==> src/rtl/aes_pkg.sv <==
// ============================================================================
// Module   : aes_pkg
// Purpose  : Shared constants and types for the AES block serializer.
//            BLOCK_W   - block width in bits
//            WORD_W    - output word width in bits
//            NUM_WORDS - words per block
//            CNT_W     - word counter width
//            ser_state_t - serializer FSM state encoding
// Revision : 1.0 - initial release
// ============================================================================
`default_nettype none

package aes_pkg;

    localparam int BLOCK_W   = 128;
    localparam int WORD_W    = 32;
    localparam int NUM_WORDS = BLOCK_W / WORD_W;
    localparam int CNT_W     = $clog2(NUM_WORDS);

    typedef enum logic [0:0] {
        IDLE = 1'b0,
        SEND = 1'b1
    } ser_state_t;

endpackage : aes_pkg

`default_nettype wire

==> src/rtl/aes_block_serializer_if.sv <==
// ============================================================================
// Module   : aes_block_serializer_if
// Purpose  : Block-in / word-out handshake bundle for aes_block_serializer.
//            blk_data_i/blk_valid_i/blk_ready_o : 128-bit block input side
//            word_data_o/word_valid_o/word_ready_i : 32-bit word output side
//            word_last_o : last-word marker, present with AES_SER_LAST_EN
//            modport slave  : serializer view
//            modport master : environment (upstream + downstream) view
// Macro    : AES_SER_LAST_EN
// Revision : 1.0 - initial release
// ============================================================================
`default_nettype none

interface aes_block_serializer_if;
    import aes_pkg::*;

    logic [BLOCK_W-1:0] blk_data_i;
    logic               blk_valid_i;
    logic               blk_ready_o;
    logic [WORD_W-1:0]  word_data_o;
    logic               word_valid_o;
    logic               word_ready_i;
`ifdef AES_SER_LAST_EN
    logic               word_last_o;
`endif

    modport slave (
        input  blk_data_i,
        input  blk_valid_i,
        output blk_ready_o,
        output word_data_o,
        output word_valid_o,
`ifdef AES_SER_LAST_EN
        output word_last_o,
`endif
        input  word_ready_i
    );

    modport master (
        output blk_data_i,
        output blk_valid_i,
        input  blk_ready_o,
        input  word_data_o,
        input  word_valid_o,
`ifdef AES_SER_LAST_EN
        input  word_last_o,
`endif
        output word_ready_i
    );

endinterface : aes_block_serializer_if

`default_nettype wire

==> src/rtl/aes_block_serializer.sv <==
// ============================================================================
// Module   : aes_block_serializer
// Purpose  : Accepts one 128-bit AES state block and streams it out as four
//            32-bit words, most significant word first, tolerating arbitrary
//            downstream back-pressure without loss or duplication.
// Ports    : clk   - clock, rising edge
//            reset - asynchronous active-high reset
//            bus   - aes_block_serializer_if.slave (block in, word out)
// Macro    : AES_SER_LAST_EN - adds word_last_o marking a block's final word
// Revision : 1.0 - initial release
// ============================================================================
`default_nettype none

module aes_block_serializer
    import aes_pkg::*;
(
    input  wire                      clk,
    input  wire                      reset,
    aes_block_serializer_if.slave    bus
);

    localparam logic [CNT_W-1:0] c_LAST_CNT = CNT_W'(NUM_WORDS - 1);

    ser_state_t         r_state;
    ser_state_t         w_state_next;
    logic [BLOCK_W-1:0] r_sr;
    logic [CNT_W-1:0]   r_cnt;

    logic               w_last;
    logic               w_blk_ready;
    logic               w_load;
    logic               w_shift;

    assign w_last = (r_cnt == c_LAST_CNT);

    // Ready is combinational from word_ready_i so the next block can be
    // taken on the same edge the last word leaves: no bubble between blocks.
    assign w_blk_ready = (r_state == IDLE) ||
                         ((r_state == SEND) && w_last && bus.word_ready_i);

    // ------------------------------------------------------------------
    // FSM state register
    // ------------------------------------------------------------------
    always_ff @(posedge clk or posedge reset) begin
        if (reset) begin
            r_state <= IDLE;
        end else begin
            r_state <= w_state_next;
        end
    end

    // ------------------------------------------------------------------
    // Next-state and datapath controls
    // ------------------------------------------------------------------
    always_comb begin
        w_state_next = r_state;
        w_load       = 1'b0;
        w_shift      = 1'b0;
        case (r_state)
            IDLE: begin
                if (bus.blk_valid_i) begin
                    w_load       = 1'b1;
                    w_state_next = SEND;
                end
            end
            SEND: begin
                if (bus.word_ready_i) begin
                    if (!w_last) begin
                        w_shift = 1'b1;
                    end else if (bus.blk_valid_i) begin
                        w_load = 1'b1;
                    end else begin
                        w_state_next = IDLE;
                    end
                end
            end
            default: begin
                w_state_next = IDLE;
            end
        endcase
    end

    // ------------------------------------------------------------------
    // Shift register and word counter; hold when neither load nor shift
    // ------------------------------------------------------------------
    always_ff @(posedge clk or posedge reset) begin
        if (reset) begin
            r_sr  <= '0;
            r_cnt <= '0;
        end else if (w_load) begin
            r_sr  <= bus.blk_data_i;
            r_cnt <= '0;
        end else if (w_shift) begin
            r_sr  <= {r_sr[BLOCK_W-WORD_W-1:0], {WORD_W{1'b0}}};
            r_cnt <= r_cnt + CNT_W'(1);
        end
    end

    assign bus.blk_ready_o  = w_blk_ready;
    assign bus.word_valid_o = (r_state == SEND);
    assign bus.word_data_o  = r_sr[BLOCK_W-1 -: WORD_W];
`ifdef AES_SER_LAST_EN
    assign bus.word_last_o  = (r_state == SEND) && w_last;
`endif

endmodule : aes_block_serializer

`default_nettype wire

==> src/flat_wrapper.sv <==
// flat-port wrapper written by rule: the top's interface ports become plain ports
module aes_block_serializer_flat import aes_pkg::*;
  (clk, reset, bus_blk_data_i, bus_blk_valid_i, bus_blk_ready_o, bus_word_data_o, bus_word_valid_o, bus_word_ready_i);
  aes_block_serializer_if bus_i ();
  input  wire clk;
  input  wire reset;
  input wire logic [$bits(bus_i.blk_data_i)-1:0] bus_blk_data_i;
  input wire logic [$bits(bus_i.blk_valid_i)-1:0] bus_blk_valid_i;
  output wire logic [$bits(bus_i.blk_ready_o)-1:0] bus_blk_ready_o;
  output wire logic [$bits(bus_i.word_data_o)-1:0] bus_word_data_o;
  output wire logic [$bits(bus_i.word_valid_o)-1:0] bus_word_valid_o;
  input wire logic [$bits(bus_i.word_ready_i)-1:0] bus_word_ready_i;
  assign bus_i.blk_data_i = bus_blk_data_i;
  assign bus_i.blk_valid_i = bus_blk_valid_i;
  assign bus_blk_ready_o = bus_i.blk_ready_o;
  assign bus_word_data_o = bus_i.word_data_o;
  assign bus_word_valid_o = bus_i.word_valid_o;
  assign bus_i.word_ready_i = bus_word_ready_i;
  aes_block_serializer u_core (.clk(clk), .reset(reset), .bus(bus_i));
endmodule
==> config.mk <==
export PLATFORM = sky130hd
export DESIGN_NAME = aes_block_serializer_flat
export DESIGN_NICKNAME = d
export VERILOG_FILES = /design/src/rtl/aes_pkg.sv /design/src/rtl/aes_block_serializer_if.sv /design/src/rtl/aes_block_serializer.sv /design/src/flat_wrapper.sv
export SDC_FILE = /design/constraint.sdc
export NUM_CORES = 1
export LEC_CHECK = 0
export ABC_AREA = 1
export ABC_CLOCK_PERIOD_IN_PS = 5050
export CORE_MARGIN = 1
export CORE_UTILIZATION = 45
export DETAILED_ROUTE_END_ITERATION = 10
export PLACE_DENSITY_LB_ADDON = 0.25
export SLEW_MARGIN = 20
export SYNTH_ARGS = -nofsm -noshare
export SYNTH_HDL_FRONTEND = slang
export SYNTH_SLANG_ARGS = --single-unit
export TNS_END_PERCENT = 50
==> constraint.sdc <==
create_clock -name clk -period 5.05 [get_ports clk]
set_input_delay 1.2625 -clock clk [delete_from_list [all_inputs] [get_ports clk]]
set_output_delay 1.2625 -clock clk [all_outputs]
set_load 0.02 [all_outputs]
==> results.tsv <==
metric	value	unit
cell leakage power	4.63	nW
first-pass GRT wire length	30.9	mm
Vias	6691	
Worst Path Buf+Inv	1	
Worst Path Required	3.79	ns
IO Port Bufs	165	
Hold Path Class	reg2reg	
clk_skew	0.00630	ns
Die Y	130	um
met3 Usage GRT	4.43	%
Worst-Skew Late Latency	0.41	ns
CP arrival	2.35	ns
max-cap violations	0	
initial antenna violation count	0	
core footprint	0.0159	sq mm
worst-path cell chain	clkdlybuf4s50_1	
gr busiest metal	met1	
Setup crit end kind	output pin	
Reg area	0.00328	sq mm
Reg clk slew, reported paths	0.05	ns
starting density of the core	46.1	%
fin nets	1149	
Placer Congestion	0.720	
Syn Area/Cell	7.76	sq um
Fill cells	1532	
global route overflow	0	
Finish-stage setup viols	0	
Via-to-Cell Ratio	5.38	
# IOs	166	
HPWL Detailed	11.3	mm
Pwr Density	522	mW/mm^2
die area	0.0169	sq mm
Pre-antenna DRT Iters	5	
share of cells above drive strength 1	4.57	%
footprint of the multi-input gates	0.00338	sq mm
largest net degree at the start of global routing	101	
RSZ-0062 raised after global routing	no	
Root Buffer	clkbuf_16	
Max Clk Rate	0.277	GHz
number of global-route vias before repair	6024	
cell count after synthesis	948	
worst slew pin tran	1.11	ns
Area growth, synth to finish	26.3	%
slowest CP cell	dfrtp_4	
post-layout minimum cycle time	3.62	ns
# diodes	0	
DRC Markers	0	
GRT met2 Usage	33.3	%
clk sinks	131	
post-route setup TNS	0	ns
Syn. warnings	0	
max-slew violations	0	
outcome	finished, final reports clean	
Routed Antenna Nets	0	
Post-Syn Nets	1081	
Netlist Area Pre-Place	0.00735	sq mm
post-CTS sizing	0	
Post-DP Area	0.00871	sq mm
WL/cell	15.5	um
CP delay by family, top	flip-flops	
library cells used by synthesis	16	
post-route clock period utilization	71.6	%
post-CTS setup buffers	0	
sequential fraction of the synthesis area	44.6	%
Max clock buf depth	2	
chip width	130	um
htree depth	4	
all-layer global routing usage	23.4	%
hold_buf cts	0	
post-route cell area	0.00929	sq mm
most frequent cells in the layout	nand2_1, clkdlybuf4s50_1, dfrtp_1, nand3_1, nand4_1	
total chip power	4.85	mW
number of CTS-inserted buffers	17	
IR Drop Worst-Case VDD	0.293	mV
Hold WS	0.497	ns
CP max FO	100	
commonest non-fill, non-tap cell in the layout	nand2_1	
Slew headroom	26.2	%
Routed WL	19.3	mm
DRT iter0 DRCs	723	
crit path launch type	flip-flop	
Hold Vio Cnt, Final	0	
Rows	46	
flops & latches, synth	131	
CP max stage delay	1.10	ns
crit path kind	reg2out	
CTS tree	built	
GR Util met1	35.7	%
[per-layer routing]
layer / up-vias / part of all wire, %
met4: 0 / 0.91
met2: 258 / 43
li1: 3300 / -
met5: - / 0
met3: 18 / 7.0
met1: 3115 / 49
[per-stage QoR]
step	cells	utilization, %	setup slack [ns]
after floorplan	948	-	0.290
after global placement	1213	54.6	1.60
after detailed placement	1213	54.6	1.60
after CTS	1244	58.3	1.43
after global routing	1244	58.3	1.34
final	1244	58.3	1.43
[worst paths after layout]
check / from / endpoint / slack [ns] / cells after the start
max: u_core.bus.word_valid_o$_DFF_PP0_ / bus_word_valid_o / 1.43 / 1
min: u_core.r_sr[17]$_DFFE_PP0P_ / u_core.r_sr[17]$_DFFE_PP0P_ / 0.50 / 2
max in group asynchronous: reset / u_core.r_sr[64]$_DFFE_PP0P_ / 2.80 / 3
min reg2reg: u_core.r_sr[17]$_DFFE_PP0P_ / u_core.r_sr[17]$_DFFE_PP0P_ / 0.50 / 2
min in group asynchronous: reset / u_core.r_sr[121]$_DFFE_PP0P_ / 1.38 / 2
max reg2reg: u_core.bus.word_valid_o$_DFF_PP0_ / u_core.r_cnt[0]$_DFFE_PP0P_ / 2.27 / 6
[sequential cells by signal, summed over array words and instances (netlist names)]
name                     cells
u_core.bus.word_valid_o      1
u_core.r_sr                128
u_core.r_cnt                 2
[cell families after synthesis]
kind of cell	synth area share, %
buffers and inverters	9.78
flip-flops	44.6
adder cells (fa/ha/maj)	0.170
AND/OR/NAND/NOR	45.5
[Yosys cell counts, drive strengths merged]
master	instances	area, sq um
nand3b	96	721
nand3	130	651
nand2	359	1360
nor2	2	7.51
inv	5	18.8
ha	1	12.5
nand4	97	607
buf	85	543
dfrtp	131	3280
clkbuf	42	158
[layout make-up]
| class | count | area share, % |
|---|---|---|
| inverters | 5 | 0.269 |
| repair buffers | 176 | 18.9 |
| clock buffers | 27 | 5.52 |
| multi-input cells | 685 | 36.3 |
| clock inverters | 4 | 0.754 |
| well taps | 216 | 2.91 |
| flip-flops and latches | 131 | 35.3 |
[where the power goes]
| group | leakage (nW) | internal (mW) | switching [mW] |
|---|---|---|---|
| clock | 0.287 | 0.788 | 0.428 |
| combinational | 2.66 | 0.740 | 1.14 |
| sequential | 1.68 | 1.48 | 0.278 |
| total | 4.63 | 3.01 | 1.84 |
No activity file was read; power rests on OpenSTA's default activity.
